$ cat config.mk
export PLATFORM = sky130hd
export DESIGN_NAME = alu_issue_stage
export DESIGN_NICKNAME = d
export VERILOG_FILES = /design/src/rtl/alu_issue_stage.sv
export SDC_FILE = /design/constraint.sdc
export NUM_CORES = 1
export LEC_CHECK = 0
export ABC_AREA = 1
export BUFFER_PORTS_ARGS = -buffer_cell sky130_fd_sc_hd__buf_2
export CORE_ASPECT_RATIO = 0.75
export CORE_MARGIN = 4
export CORE_UTILIZATION = 40
export DETAILED_ROUTE_END_ITERATION = 12
export PLACE_DENSITY = 0.66
export SLEW_MARGIN = 20
export SYNTH_ARGS = -nofsm -noshare
export SYNTH_HDL_FRONTEND = slang
export SYNTH_SLANG_ARGS = --single-unit
$ cat constraint.sdc
create_clock -name clk -period 2.6 [get_ports clk]
set_clock_uncertainty 0.2 [all_clocks]
set_input_delay 0.26 -clock clk [delete_from_list [all_inputs] [get_ports clk]]
set_output_delay 0.26 -clock clk [all_outputs]
set_load 0.01 [all_outputs]
$ cat src/rtl/alu_issue_stage.sv
// alu_issue_stage: decode-to-execute issue register.
// Decodes RV32I-style opcode/funct3/funct7 into a 4-bit ALU op and selects the
// ALU operands. Decoded ops are held in a two-entry skid buffer (main + skid)
// with valid/ready handshakes on both sides, and the whole stage can be flushed.
module alu_issue_stage #(
  parameter int XLEN = 32,
  parameter int RD_W = 5
) (
  input  logic            clk,
  input  logic            rst,
  input  logic            flush,
  input  logic            in_valid,
  output logic            in_ready,
  input  logic [6:0]      in_opcode,
  input  logic [2:0]      in_funct3,
  input  logic [6:0]      in_funct7,
  input  logic [XLEN-1:0] in_rs1_val,
  input  logic [XLEN-1:0] in_rs2_val,
  input  logic [XLEN-1:0] in_imm,
  input  logic [RD_W-1:0] in_rd,
  output logic            out_valid,
  input  logic            out_ready,
  output logic [XLEN-1:0] out_a,
  output logic [XLEN-1:0] out_b,
  output logic [3:0]      out_alu_control,
  output logic [RD_W-1:0] out_rd,
  output logic            out_illegal
);

  localparam logic [6:0] OPC_R   = 7'b0110011;
  localparam logic [6:0] OPC_I   = 7'b0010011;
  localparam logic [6:0] OPC_LUI = 7'b0110111;

  localparam logic [3:0] ALU_ADD  = 4'b0000;
  localparam logic [3:0] ALU_SUB  = 4'b0001;
  localparam logic [3:0] ALU_AND  = 4'b0010;
  localparam logic [3:0] ALU_OR   = 4'b0011;
  localparam logic [3:0] ALU_XOR  = 4'b0100;
  localparam logic [3:0] ALU_SLT  = 4'b0101;
  localparam logic [3:0] ALU_SLTU = 4'b0110;
  localparam logic [3:0] ALU_ILL  = 4'b1111;

  typedef struct packed {
    logic [XLEN-1:0] a;
    logic [XLEN-1:0] b;
    logic [3:0]      ctrl;
    logic [RD_W-1:0] rd;
    logic            ill;
  } op_t;

  // Turns raw instruction fields into the operands and ALU op the execute
  // stage expects. Illegal encodings zero both operands so the ALU sees a
  // harmless input.
  function automatic op_t decode(
    input logic [6:0]      opc,
    input logic [2:0]      f3,
    input logic [6:0]      f7,
    input logic [XLEN-1:0] rs1,
    input logic [XLEN-1:0] rs2,
    input logic [XLEN-1:0] imm,
    input logic [RD_W-1:0] rd
  );
    op_t  r;
    logic is_r;
    r      = '0;
    r.rd   = rd;
    is_r   = (opc == OPC_R);
    if (opc == OPC_LUI) begin
      r.b    = imm;
      r.ctrl = ALU_ADD;
    end else if (is_r || (opc == OPC_I)) begin
      r.a = rs1;
      r.b = is_r ? rs2 : imm;
      case (f3)
        3'b000: begin
          if (is_r && (f7 == 7'b0100000)) r.ctrl = ALU_SUB;
          else if (is_r && (f7 != 7'b0000000)) r.ill = 1'b1;
          else r.ctrl = ALU_ADD;
        end
        3'b111: r.ctrl = ALU_AND;
        3'b110: r.ctrl = ALU_OR;
        3'b100: r.ctrl = ALU_XOR;
        3'b010: r.ctrl = ALU_SLT;
        3'b011: r.ctrl = ALU_SLTU;
        default: r.ill = 1'b1;
      endcase
      // Non-ADD/SUB R-type ops only accept a zero funct7.
      if (is_r && (f3 != 3'b000) && (f7 != 7'b0000000)) r.ill = 1'b1;
    end else begin
      r.ill = 1'b1;
    end
    if (r.ill) begin
      r.a    = '0;
      r.b    = '0;
      r.ctrl = ALU_ILL;
    end
    return r;
  endfunction

  op_t  main_q, main_d, skid_q, skid_d, dec_op;
  logic main_vld_q, main_vld_d;
  logic skid_vld_q, skid_vld_d;
  logic in_ready_q, in_ready_d;
  logic accept, consume;

  assign dec_op  = decode(in_opcode, in_funct3, in_funct7, in_rs1_val,
                          in_rs2_val, in_imm, in_rd);
  assign accept  = in_valid && in_ready_q && !flush;
  assign consume = main_vld_q && out_ready;

  // Next-state for the two-entry buffer: skid refills main first, so FIFO order holds.
  always_comb begin
    main_d     = main_q;
    main_vld_d = main_vld_q;
    skid_d     = skid_q;
    skid_vld_d = skid_vld_q;
    if (flush) begin
      main_vld_d = 1'b0;
      skid_vld_d = 1'b0;
    end else if (!main_vld_q || consume) begin
      if (skid_vld_q) begin
        main_d     = skid_q;
        main_vld_d = 1'b1;
        skid_vld_d = accept;
        if (accept) skid_d = dec_op;
      end else begin
        main_vld_d = accept;
        if (accept) main_d = dec_op;
      end
    end else if (accept) begin
      skid_d     = dec_op;
      skid_vld_d = 1'b1;
    end
    in_ready_d = !skid_vld_d;
  end

  // State registers; reset clears data fields as well so outputs read as zero.
  always_ff @(posedge clk) begin
    if (rst) begin
      main_q     <= '0;
      skid_q     <= '0;
      main_vld_q <= 1'b0;
      skid_vld_q <= 1'b0;
      in_ready_q <= 1'b1;
    end else begin
      main_q     <= main_d;
      skid_q     <= skid_d;
      main_vld_q <= main_vld_d;
      skid_vld_q <= skid_vld_d;
      in_ready_q <= in_ready_d;
    end
  end

  assign in_ready        = in_ready_q;
  assign out_valid       = main_vld_q;
  assign out_a           = main_q.a;
  assign out_b           = main_q.b;
  assign out_alu_control = main_q.ctrl;
  assign out_rd          = main_q.rd;
  assign out_illegal     = main_q.ill;

endmodule
* Word-level counts from Yosys, hierarchy flattened
Index checks and enable logic that the tools add are counted.
W data, S select, Z words.
** Cells by class
- Reduce and logical (&&, ||, !) cells :: 20
- Eq/ne operators :: 10
- Bitwise operators :: 1
- Mux-type cells :: 23
** Operators with widths (count)
- $mux W74 :: 5
- $mux W68 :: 2
- $mux W32 :: 2
- $mux W36 :: 1
- $eq A7 B6 Y1 const B :: 3
- $pmux W3 S6 :: 1
- $mux W1 :: 11
- $eq A3 B3 Y1 const B :: 3
- $eq A7 B5 Y1 const B :: 1
- $logic_and A1 B1 Y1 :: 7
- $reduce_bool A7 Y1 :: 1
- $eq A3 B2 Y1 const B :: 2
- $reduce_or A5 Y1 :: 1
- $logic_not A1 Y1 :: 3
- $logic_not A3 Y1 :: 1
- $reduce_and A3 Y1 :: 1
- $reduce_bool A3 Y1 :: 1
- $logic_or A1 B1 Y1 :: 2
- $ne A2 B2 Y1 const B :: 1
- $pmux W1 S2 :: 1
- $reduce_and A2 Y1 :: 1
- $reduce_bool A2 Y1 :: 1
- $reduce_or A2 Y1 :: 1
- $not A1 Y1 :: 1
** Word-level totals
- Output and inout bits :: 76
- Word-level logic and storage cells :: 67
- Register bits :: 151
- Input bits :: 123

* Logic depth before layout (Yosys ltp)
Gate-level depths: netlist of run 1.
- Word-level depth :: 12
- Gate-level depth with buffers :: 11
- Gate-level depth less buffers :: 10

* Least setup slack after synthesis of run 1
Ideal clock, no wire load.
- Kind :: reg2reg
- From :: reg main_vld_q (netlist: out_valid)
- To :: reg skid_q[21] in the netlist's numbering
- Period minus slack after synthesis :: 1700 ps
- Path buffers :: 2
- Setup time :: 125 ps
- Arrival time :: 1374 ps
- Cell stages (with the launch flop) :: 10
- Required time :: 2275 ps
- Path slack :: 900 ps
- Path through :: dfxtp_1 -> inv_1 -> nor2_2 -> inv_1 -> nand2_1 -> nand2_1 -> inv_2 -> buf_4 -> buf_2 -> a21oi_1
** On the way
- Word-level cells in the longest chain between the ends :: 4
- Elaborated cells between the ends (all ways) :: 6
- Those cells by class :: eq/ne: 1; mux: 1; reduce/logical: 4
** RTL lines
- start: declaration :: RTL line 101 : logic main_vld_q, main_vld_d;
- start signal: assignment :: RTL line 148 : main_vld_q <= main_vld_d;
- $logic_not A1 Y1 or $logic_and A1 B1 Y1 (tied branches) :: RTL line 120, 109
- $logic_or A1 B1 Y1 (*) :: RTL line 120 : end else if (!main_vld_q || consume) begin
- $ne A2 B2 Y1 (no line)
- $reduce_and A2 Y1 (no line)
- end signal: assignment :: RTL line 147 : skid_q <= skid_d;
- end: declaration :: RTL line 100 : op_t main_q, main_d, skid_q, skid_d, dec_op;
Mark *: on every way between the ends. The rest lies on a longest branch, timed or not.
A chain may end at the register's enable or synchronous reset.

* Worst setup path in the final report of run 1
- From :: in flush
- To :: reg main_q (netlist bit out_a[17])
** On the way
- Word-level cells in the longest chain between the ends :: 4
- Elaborated cells between the ends (all ways) :: 5
- Those cells by class :: bitwise: 1; reduce/logical: 4
** RTL lines
- start: declaration :: RTL line 11 : input logic flush,
- $logic_not A1 Y1 :: RTL line 108 : assign accept = in_valid && in_ready_q && !flush;
- $logic_and A1 B1 Y1 :: RTL line 108
- $reduce_bool A2 Y1 (no line)
- $reduce_and A3 Y1 (no line) (*)
- end signal: assignment :: RTL line 146 : main_q <= main_d;
- end: declaration :: RTL line 100
Marked as above.

==> reports/results.tsv, run 1 <==
metric	value	unit
CTS Hold Bufs	36	
GRT Total Usage	20.6	%
Ys Warns	0	
Max Cap Violations	0	
fin. max-slew vios	0	
worst path required time	2.74	ns
GR Overflow Total	0	
final hold viol count	0	
Root Driver	clkbuf_16	
Worst Path Arrival	2.36	ns
status	finished clean	
vias per cell	4.96	
Worst Slack Setup Final	0.379	ns
# setup viols final	0	
area delta synth->final	28.1	%
number of global-route vias before repair	6826	
number of routed nets with antenna violations	0	
CTS buffer count	17	
FF+latch count, synth	149	
Lkg Pwr	0.00426	µW
synth top area cells	dfxtp_1 42%, a21oi_1 13%, o21ai_0 11%	
hold path depth	5	
Switching Fraction	23.4	%
DRT iter0 DRCs	489	
Gate Count Post-Synth	1033	
Routed WL per cell	14.3	µm
Post-CTS Setup Inserts	0	
worst vdd ir	0.384	mV
Fmax	0.450	GHz
CTS resizes	0	
clk sink count	149	
drt pass-1 iters	5	
register area share after synthesis	42.0	%
Int Pwr	4000	µW
Clk pin slew, worst setup/hold paths	0.06	ns
CP Max Fanout	78	
Via Count	7269	
I/O Buffers	198	
clock network fraction of total power	45.0	%
crit path time final	2.22	ns
R2R cell count	7	
kind of end point of the critical path	flop	
pin count of the biggest net entering global routing	79	
worst setup path class	in -> reg	
H-tree levels	4	
switching power	1220	µW
Residual DRC	0	
Filler cells	1741	
RSZ-0062 raised after global routing	false	
Non-Filler Instances	1465	
final setup TNS	0	ns
Max Buffers Root-to-Sink	2	
startpoint types	input port	
Post-Place Cells	1399	
die height	123	µm
Routed WL	20900	µm
final core utilization	53.1	%
Seq pwr share	45.6	%
n_diodes	0	
share of layout cells above drive strength 1	25.5	%
Place WS	0.351	ns
Synth top area share	42.0	%
post-synth net total	1156	
library cells used by synthesis	27	
Initial Util	41.4	%
I/O pin count	199	
clock latency at the later pin of the worst-skew pair	0.41	ns
gp weighted congestion	0.776	
Worst slew margin	40.0	%
first-pass GRT wire length	34000	µm
row count	41	
Power Dens Cells	574	mW/mm²
final worst path period share	85.4	%
combinational share of power	9.4	%
post-DP HPWL	13000	µm
total die area	0.0200	mm²
most area-hungry cell type in the Yosys netlist	dfxtp_1	
core box area	0.0171	mm²
TritonCTS clock tree	done	
die width	162	µm
synthesized area	0.00709	mm²
fin nets	1341	
slew at the pin closest to its max-slew limit	0.899	ns
Hold Path Class	in -> reg	
mean post-synth cell area	6.87	µm²
initial antenna violation count	0	
worst hold slack	0.0121	ns
per-layer routing:
layer | part of all wire, % | track usage [%]
met3 | 5.1 | 4.10
met4 | 0.72 | 4.91
met2 | 45 | 33.7
met5 | 0 | 0
met1 | 49 | 28.4
cell usage after synthesis, drive strengths merged:
cell,number
nand3,39
dfxtp,149
or2,34
a21oi,202
a31oi,5
nor2,91
o21ai,157
buf,31
o211ai,1
nand4,1
nand2,189
inv,72
clkinv,5
clkbuf,56
nor3,1
layout make-up:
type                    instances  area, µm²  share of cell area [%]
repair buffers                253       1560                    17.1
well taps                     236        295                    3.25
inverters                      77        292                    3.21
multi-input cells             720       3410                    37.5
clock inverters                10        109                    1.20
clock buffers                  20        447                    4.91
flip-flops and latches        149       2980                    32.8
flip-flops by register name, summed over array words and instances, names as in the netlist:
register,flops
skid_vld_q,1
out_rd,5
in_ready,1
skid_q,73
out_b,32
out_a,32
out_valid,1
out_alu_control,4
power groups by stage:
stage	registers, µW	clock network (µW)	logic [µW]
after global routing	2390	2480	547
after detailed placement	2430	0	447
after CTS	2380	2390	492
after floorplan	2450	0	213
after global placement	2430	0	446
final	2380	2350	489
stage by stage:
step           instance area [µm²]  total power, µW
3_5_place_dp                  8180             2880
4_1_cts                       9090             5260
6_report                      9090             5220
5_1_grt                       9090             5410
2_1_floorplan                 7090             2670
3_3_place_gp                  8180             2880
worst max-delay path, stage by stage:
cell and delay [ns]:
dlygate4sd3_1 0.53, buf_2 0.15, nor2_1 0.16, nor2_1 0.10
nor3_4 0.14, buf_4 0.65, o21ai_0 0.19, a21oi_1 0.16
kinds of logic (layout without fill, tap and decap cells):
| logic type | Yosys count | after routing | share of synthesized area [%] |
|---|---|---|---|
| AOI/OAI and AO/OA | 365 | 365 | 26.5 |
| buffers and inverters | 164 | 360 | 9.91 |
| and+or+nand+nor | 355 | 355 | 21.6 |
| DFF | 149 | 149 | 42.0 |
final timing paths:
| check | from | endpoint | slack, ns |
|---|---|---|---|
| max | flush | out_a[17] | 0.38 |
| min | in_rs1_val[6] | out_a[6] | 0.01 |
| max reg2reg | in_ready | out_a[17] | 0.56 |
| min reg2reg | skid_q[54] | skid_q[54] | 0.27 |
cell usage in the layout (no fill, tap or decap), types with 2 or more instances in the layout:
| cell type | Yosys | final |
|---|---|---|
| a21oi_1 | 191 | 191 |
| a21oi_2 | 11 | 11 |
| a31oi_1 | 5 | 5 |
| buf_12 | 0 | 5 |
| buf_2 | 15 | 198 |
| buf_4 | 7 | 14 |
| bufinv_16 | 0 | 2 |
| clkbuf_1 | 55 | 2 |
| clkbuf_16 | 0 | 17 |
| clkinv_1 | 5 | 5 |
| clkinv_2 | 0 | 5 |
| clkinvlp_4 | 0 | 2 |
| dfxtp_1 | 149 | 148 |
| dlygate4sd3_1 | 0 | 36 |
| inv_1 | 68 | 66 |
| inv_2 | 4 | 5 |
| nand2_1 | 177 | 177 |
| nand2_2 | 12 | 12 |
| nand3_1 | 38 | 38 |
| nor2_1 | 87 | 87 |
| nor2_2 | 3 | 3 |
| o21ai_0 | 157 | 157 |
| or2_2 | 33 | 33 |
Power figures use the tool's default switching activity.
==> inputs of run 2 (changes only) <==
Settings changed: CORE_ASPECT_RATIO 0.75 to 1.1, SKIP_LAST_GASP from default to 1.
==> reports/results.tsv, run 2 (synthesis gave the netlist of run 1 again) <==
metric	value	unit
startpoint types	input port	
fin. max-slew vios	0	
DRT iter0 DRCs	529	
clock latency at the later pin of the worst-skew pair	0.42	ns
final setup TNS	0	ns
status	finished clean	
Initial Util	41.2	%
Fmax	0.459	GHz
row count	50	
first-pass GRT wire length	34200	µm
Max Cap Violations	0	
Routed WL	20800	µm
initial antenna violation count	0	
area delta synth->final	28.4	%
GRT Total Usage	20.8	%
final hold viol count	0	
slew at the pin closest to its max-slew limit	0.884	ns
Routed WL per cell	14.2	µm
worst vdd ir	0.469	mV
total die area	0.0199	mm²
GR Overflow Total	0	
CTS buffer count	17	
R2R cell count	7	
core box area	0.0172	mm²
I/O Buffers	198	
Root Driver	clkbuf_16	
H-tree levels	4	
die height	148	µm
die width	135	µm
post-DP HPWL	12800	µm
Post-CTS Setup Inserts	0	
worst path required time	2.74	ns
CP Max Fanout	78	
Hold Path Class	in -> reg	
drt pass-1 iters	5	
Biggest register	skid_q	
hold path depth	5	
Largest register FFs	73	
commonest cells after routing, fill and taps aside	198 x buf_2, 191 x a21oi_1, 177 x nand2_1, 157 x o21ai_0, 148 x dfxtp_1	
I/O pin count	199	
n_diodes	0	
share of layout cells above drive strength 1	25.4	%
Residual DRC	0	
pin count of the biggest net entering global routing	79	
final worst path period share	83.8	%
fin nets	1340	
crit path time final	2.18	ns
number of global-route vias before repair	7078	
Worst slew margin	41.1	%
kind of end point of the critical path	flop	
commonest non-fill, non-tap cell in the layout	buf_2	
Via Count	7388	
clk sink count	149	
CTS resizes	0	
Lkg Pwr	0.00426	µW
Max Buffers Root-to-Sink	2	
worst setup path class	in -> reg	
# setup viols final	0	
TritonCTS clock tree	done	
vias per cell	5.05	
gp weighted congestion	0.791	
Worst Path Arrival	2.32	ns
RSZ-0062 raised after global routing	false	
Clk pin slew, worst setup/hold paths	0.06	ns
number of routed nets with antenna violations	0	
Overall Power	5270	µW
Power Dens Cells	578	mW/mm²
## run 2: power breakdown
group | total (µW) | internal [µW] | switching (µW)
clock | 2400 | 1480 | 921
combinational | 489 | 230 | 259
sequential | 2380 | 2350 | 30.9
total | 5270 | 4060 | 1210
## run 2: final cells by class
type	instances	area, µm²
clock buffers	23	478
clock inverters	8	98.8
fillers	1752	8100
inverters	77	293
multi-input cells	720	3410
flip-flops and latches	149	2990
well taps	234	293
repair buffers	252	1550
## run 2: path summary, 6_finish.rpt
| kind | start | end | slack (ns) |
|---|---|---|---|
| min | in_rs1_val[31] | skid_q[73] | 0.02 |
| max | flush | out_a[11] | 0.42 |
| min reg2reg | skid_q[55] | skid_q[55] | 0.26 |
| max reg2reg | in_ready | out_a[11] | 0.60 |
## run 2: per-stage QoR
step | std cells | utilization, % | instance area (µm²) | hold WS (ns) | setup WS (ns)
2_1_floorplan | 1033 | - | 7090 | 0.190 | 0.900
3_3_place_gp | 1395 | 47.4 | 8160 | 0.251 | 0.529
3_5_place_dp | 1395 | 47.4 | 8160 | 0.255 | 0.503
4_1_cts | 1463 | 52.9 | 9110 | 0.0121 | 0.450
5_1_grt | 1463 | 52.9 | 9110 | 0.0442 | 0.172
6_report | 1463 | 52.9 | 9110 | 0.0183 | 0.422
## run 2: metal layers
| layer | global-route usage (%) | routed length [µm] |
|---|---|---|
| met1 | 25.9 | 8990 |
| met2 | 35.9 | 10300 |
| met3 | 4.25 | 973 |
| met4 | 7.06 | 522 |
| met5 | 0 | 0 |
## run 2: critical path, stage by stage
cell and delay (ns):
dlygate4sd3_1 0.53, buf_2 0.15, nor2_1 0.14, nor2_1 0.09, nor3_4 0.14, buf_4 0.64
o21ai_0 0.20, a21oi_1 0.15
## run 2: timing repair
item | 4_1_cts | 5_1_grt
hold endpoints to repair | 75 | 0
endpoints found under the setup margin | 0 | 0
hold buffers | 37 | 0
==> inputs of run 3 (changes only) <==
Settings changed: PLACE_DENSITY 0.66 to 0.68.
Clock period 2.6 ns to 1.95 ns, I/O delays scaled along.
==> reports/results.tsv, run 3 (synthesis gave the netlist of run 1 again) <==
metric	value	unit
Routed WL per cell	14.5	µm
worst vdd ir	0.585	mV
Power Dens Cells	765	mW/mm²
H-tree levels	4	
worst hold start	in_imm[7]	
Hold Path Class	in -> reg	
Worst slew margin	65.9	%
Biggest register	skid_q	
number of global-route vias before repair	7133	
GR Overflow Total	0	
Area after DPL	0.00830	mm²
Crit path max-delay family	buffers and inverters	
Reg2Reg Setup Slack	0.25	ns
core box area	0.0172	mm²
row count	50	
crit path cell chain	dlygate4sd3_1 -> buf_2 -> nor2_1 -> nor2_1 -> nor3_4 -> inv_2 -> buf_12 -> a21oi_1 -> a21oi_1	
CP Buf/Inv Count	4	
kind of end point of the critical path	flop	
startpoint types	input port	
Residual DRC	0	
Fmax	0.551	GHz
Root Driver	clkbuf_16	
Max Buffers Root-to-Sink	2	
fin. max-slew vios	0	
area delta synth->final	32.3	%
post-DP HPWL	13300	µm
commonest cells after routing, fill and taps aside	198 x buf_2, 191 x a21oi_1, 177 x nand2_1, 157 x o21ai_0, 148 x dfxtp_1	
final core utilization	54.5	%
GRT Total Usage	21.0	%
final instance area	0.00938	mm²
Initial Util	41.2	%
die width	135	µm
Lkg Pwr	0.00438	µW
worst path required time	2.05	ns
RSZ-0062 raised after global routing	true	
Worst Slack Setup Final	0.136	ns
gp weighted congestion	0.791	
total die area	0.0199	mm²
I/O pin count	199	
pin count of the biggest net entering global routing	100	
cell count along the critical path	9	
Overall Power	7180	µW
FF-to-FF Start	in_ready	
Place WS	0.163	ns
worst setup path class	in -> reg	
Max Cap Violations	0	
commonest non-fill, non-tap cell in the layout	buf_2	
fin nets	1357	
master of the slowest instance on the critical path	dlygate4sd3_1	
Crit path largest cell delay	0.53	ns
hold path depth	6	
crit path time final	1.81	ns
first-pass GRT wire length	34600	µm
TritonCTS clock tree	done	
R2R cell count	8	
number of routed nets with antenna violations	0	
Via Count	7525	
CTS buffer count	17	
Largest register FFs	73	
drt pass-1 iters	7	
initial antenna violation count	0	
slew at the pin closest to its max-slew limit	0.511	ns
CP startpoint	flush	
Filler cells	1680	
clk sink count	149	
Routed WL	21500	µm
die height	148	µm
status	finished clean	
worst hold slack	0.0236	ns
# setup viols final	0	
Clk pin slew, worst setup/hold paths	0.06	ns
vias per cell	5.08	
CP Max Fanout	50	
Worst Path Arrival	1.92	ns
I/O Buffers	198	
share of layout cells above drive strength 1	26.5	%
final hold viol count	0	
final worst path period share	93.0	%
DRT iter0 DRCs	620	
clock latency at the later pin of the worst-skew pair	0.42	ns
run 3: changes by cell type in the layout (fill, tap and decap cells not counted), sizes merged:
cell / change
clkinvlp: +1
dlygate4sd3: +3
diode: +1
buf: +13
inv: -2
clkbuf: +3
run 3: power breakdown:
| part | switching [µW] | internal [µW] | total (µW) | leakage (µW) |
|---|---|---|---|---|
| sequential | 41.5 | 3130 | 3170 | 0.00121 |
| combinational | 355 | 323 | 679 | 0.00288 |
| clock | 1250 | 2080 | 3330 | 0.000292 |
| total | 1640 | 5540 | 7180 | 0.00438 |
run 3: worst min-delay path: stages:
cell and delay (ns):
buf_2 0.08, or2_2 0.09, nand2_1 0.05, clkinv_1 0.05
nand2_1 0.04, a21oi_1 0.10
run 3: repair_timing:
item / in CTS / in global routing
endpoints found under the hold margin: 78 / 0
hold buffers: 40 / 0
gates resized for setup: 0 / 9
endpoints found under the setup margin: 0 / 74
setup buffers: 0 / 3
run 3: final cells by class:
cell class / instances / area [µm²] / area share [%]
Clock inverter: 7 / 92.6 / 0.987
Timing Repair Buffer: 269 / 1780 / 19.0
Sequential cell: 149 / 2980 / 31.8
Antenna cell: 1 / 2.50 / 0.0267
Tap cell: 234 / 293 / 3.12
Multi-Input combinational cell: 720 / 3420 / 36.4
Clock buffer: 25 / 515 / 5.49
Inverter: 77 / 298 / 3.17
run 3: per-stage QoR:
step,instances,TNS [ns]
4_1_cts,1477,0
5_1_grt,1481,-0.0159
2_1_floorplan,1033,0
3_3_place_gp,1405,0
6_report,1482,0
3_5_place_dp,1405,0
run 3: final timing paths:
path                              endpoint
worst max-delay path              out_b[8]
worst min-delay path            skid_q[17]
worst max register to register    out_b[8]
worst min register to register  skid_q[67]
run 3: layer usage:
| layer | vias to the layer above | GRT usage [%] | wire length, µm |
|---|---|---|---|
| met2 | 204 | 35.9 | 10600 |
| met3 | 42 | 4.08 | 969 |
| met4 | 0 | 8.06 | 588 |
| met1 | 3490 | 26.1 | 9280 |
| li1 | 3789 | - | - |
| met5 | - | 0 | 0 |
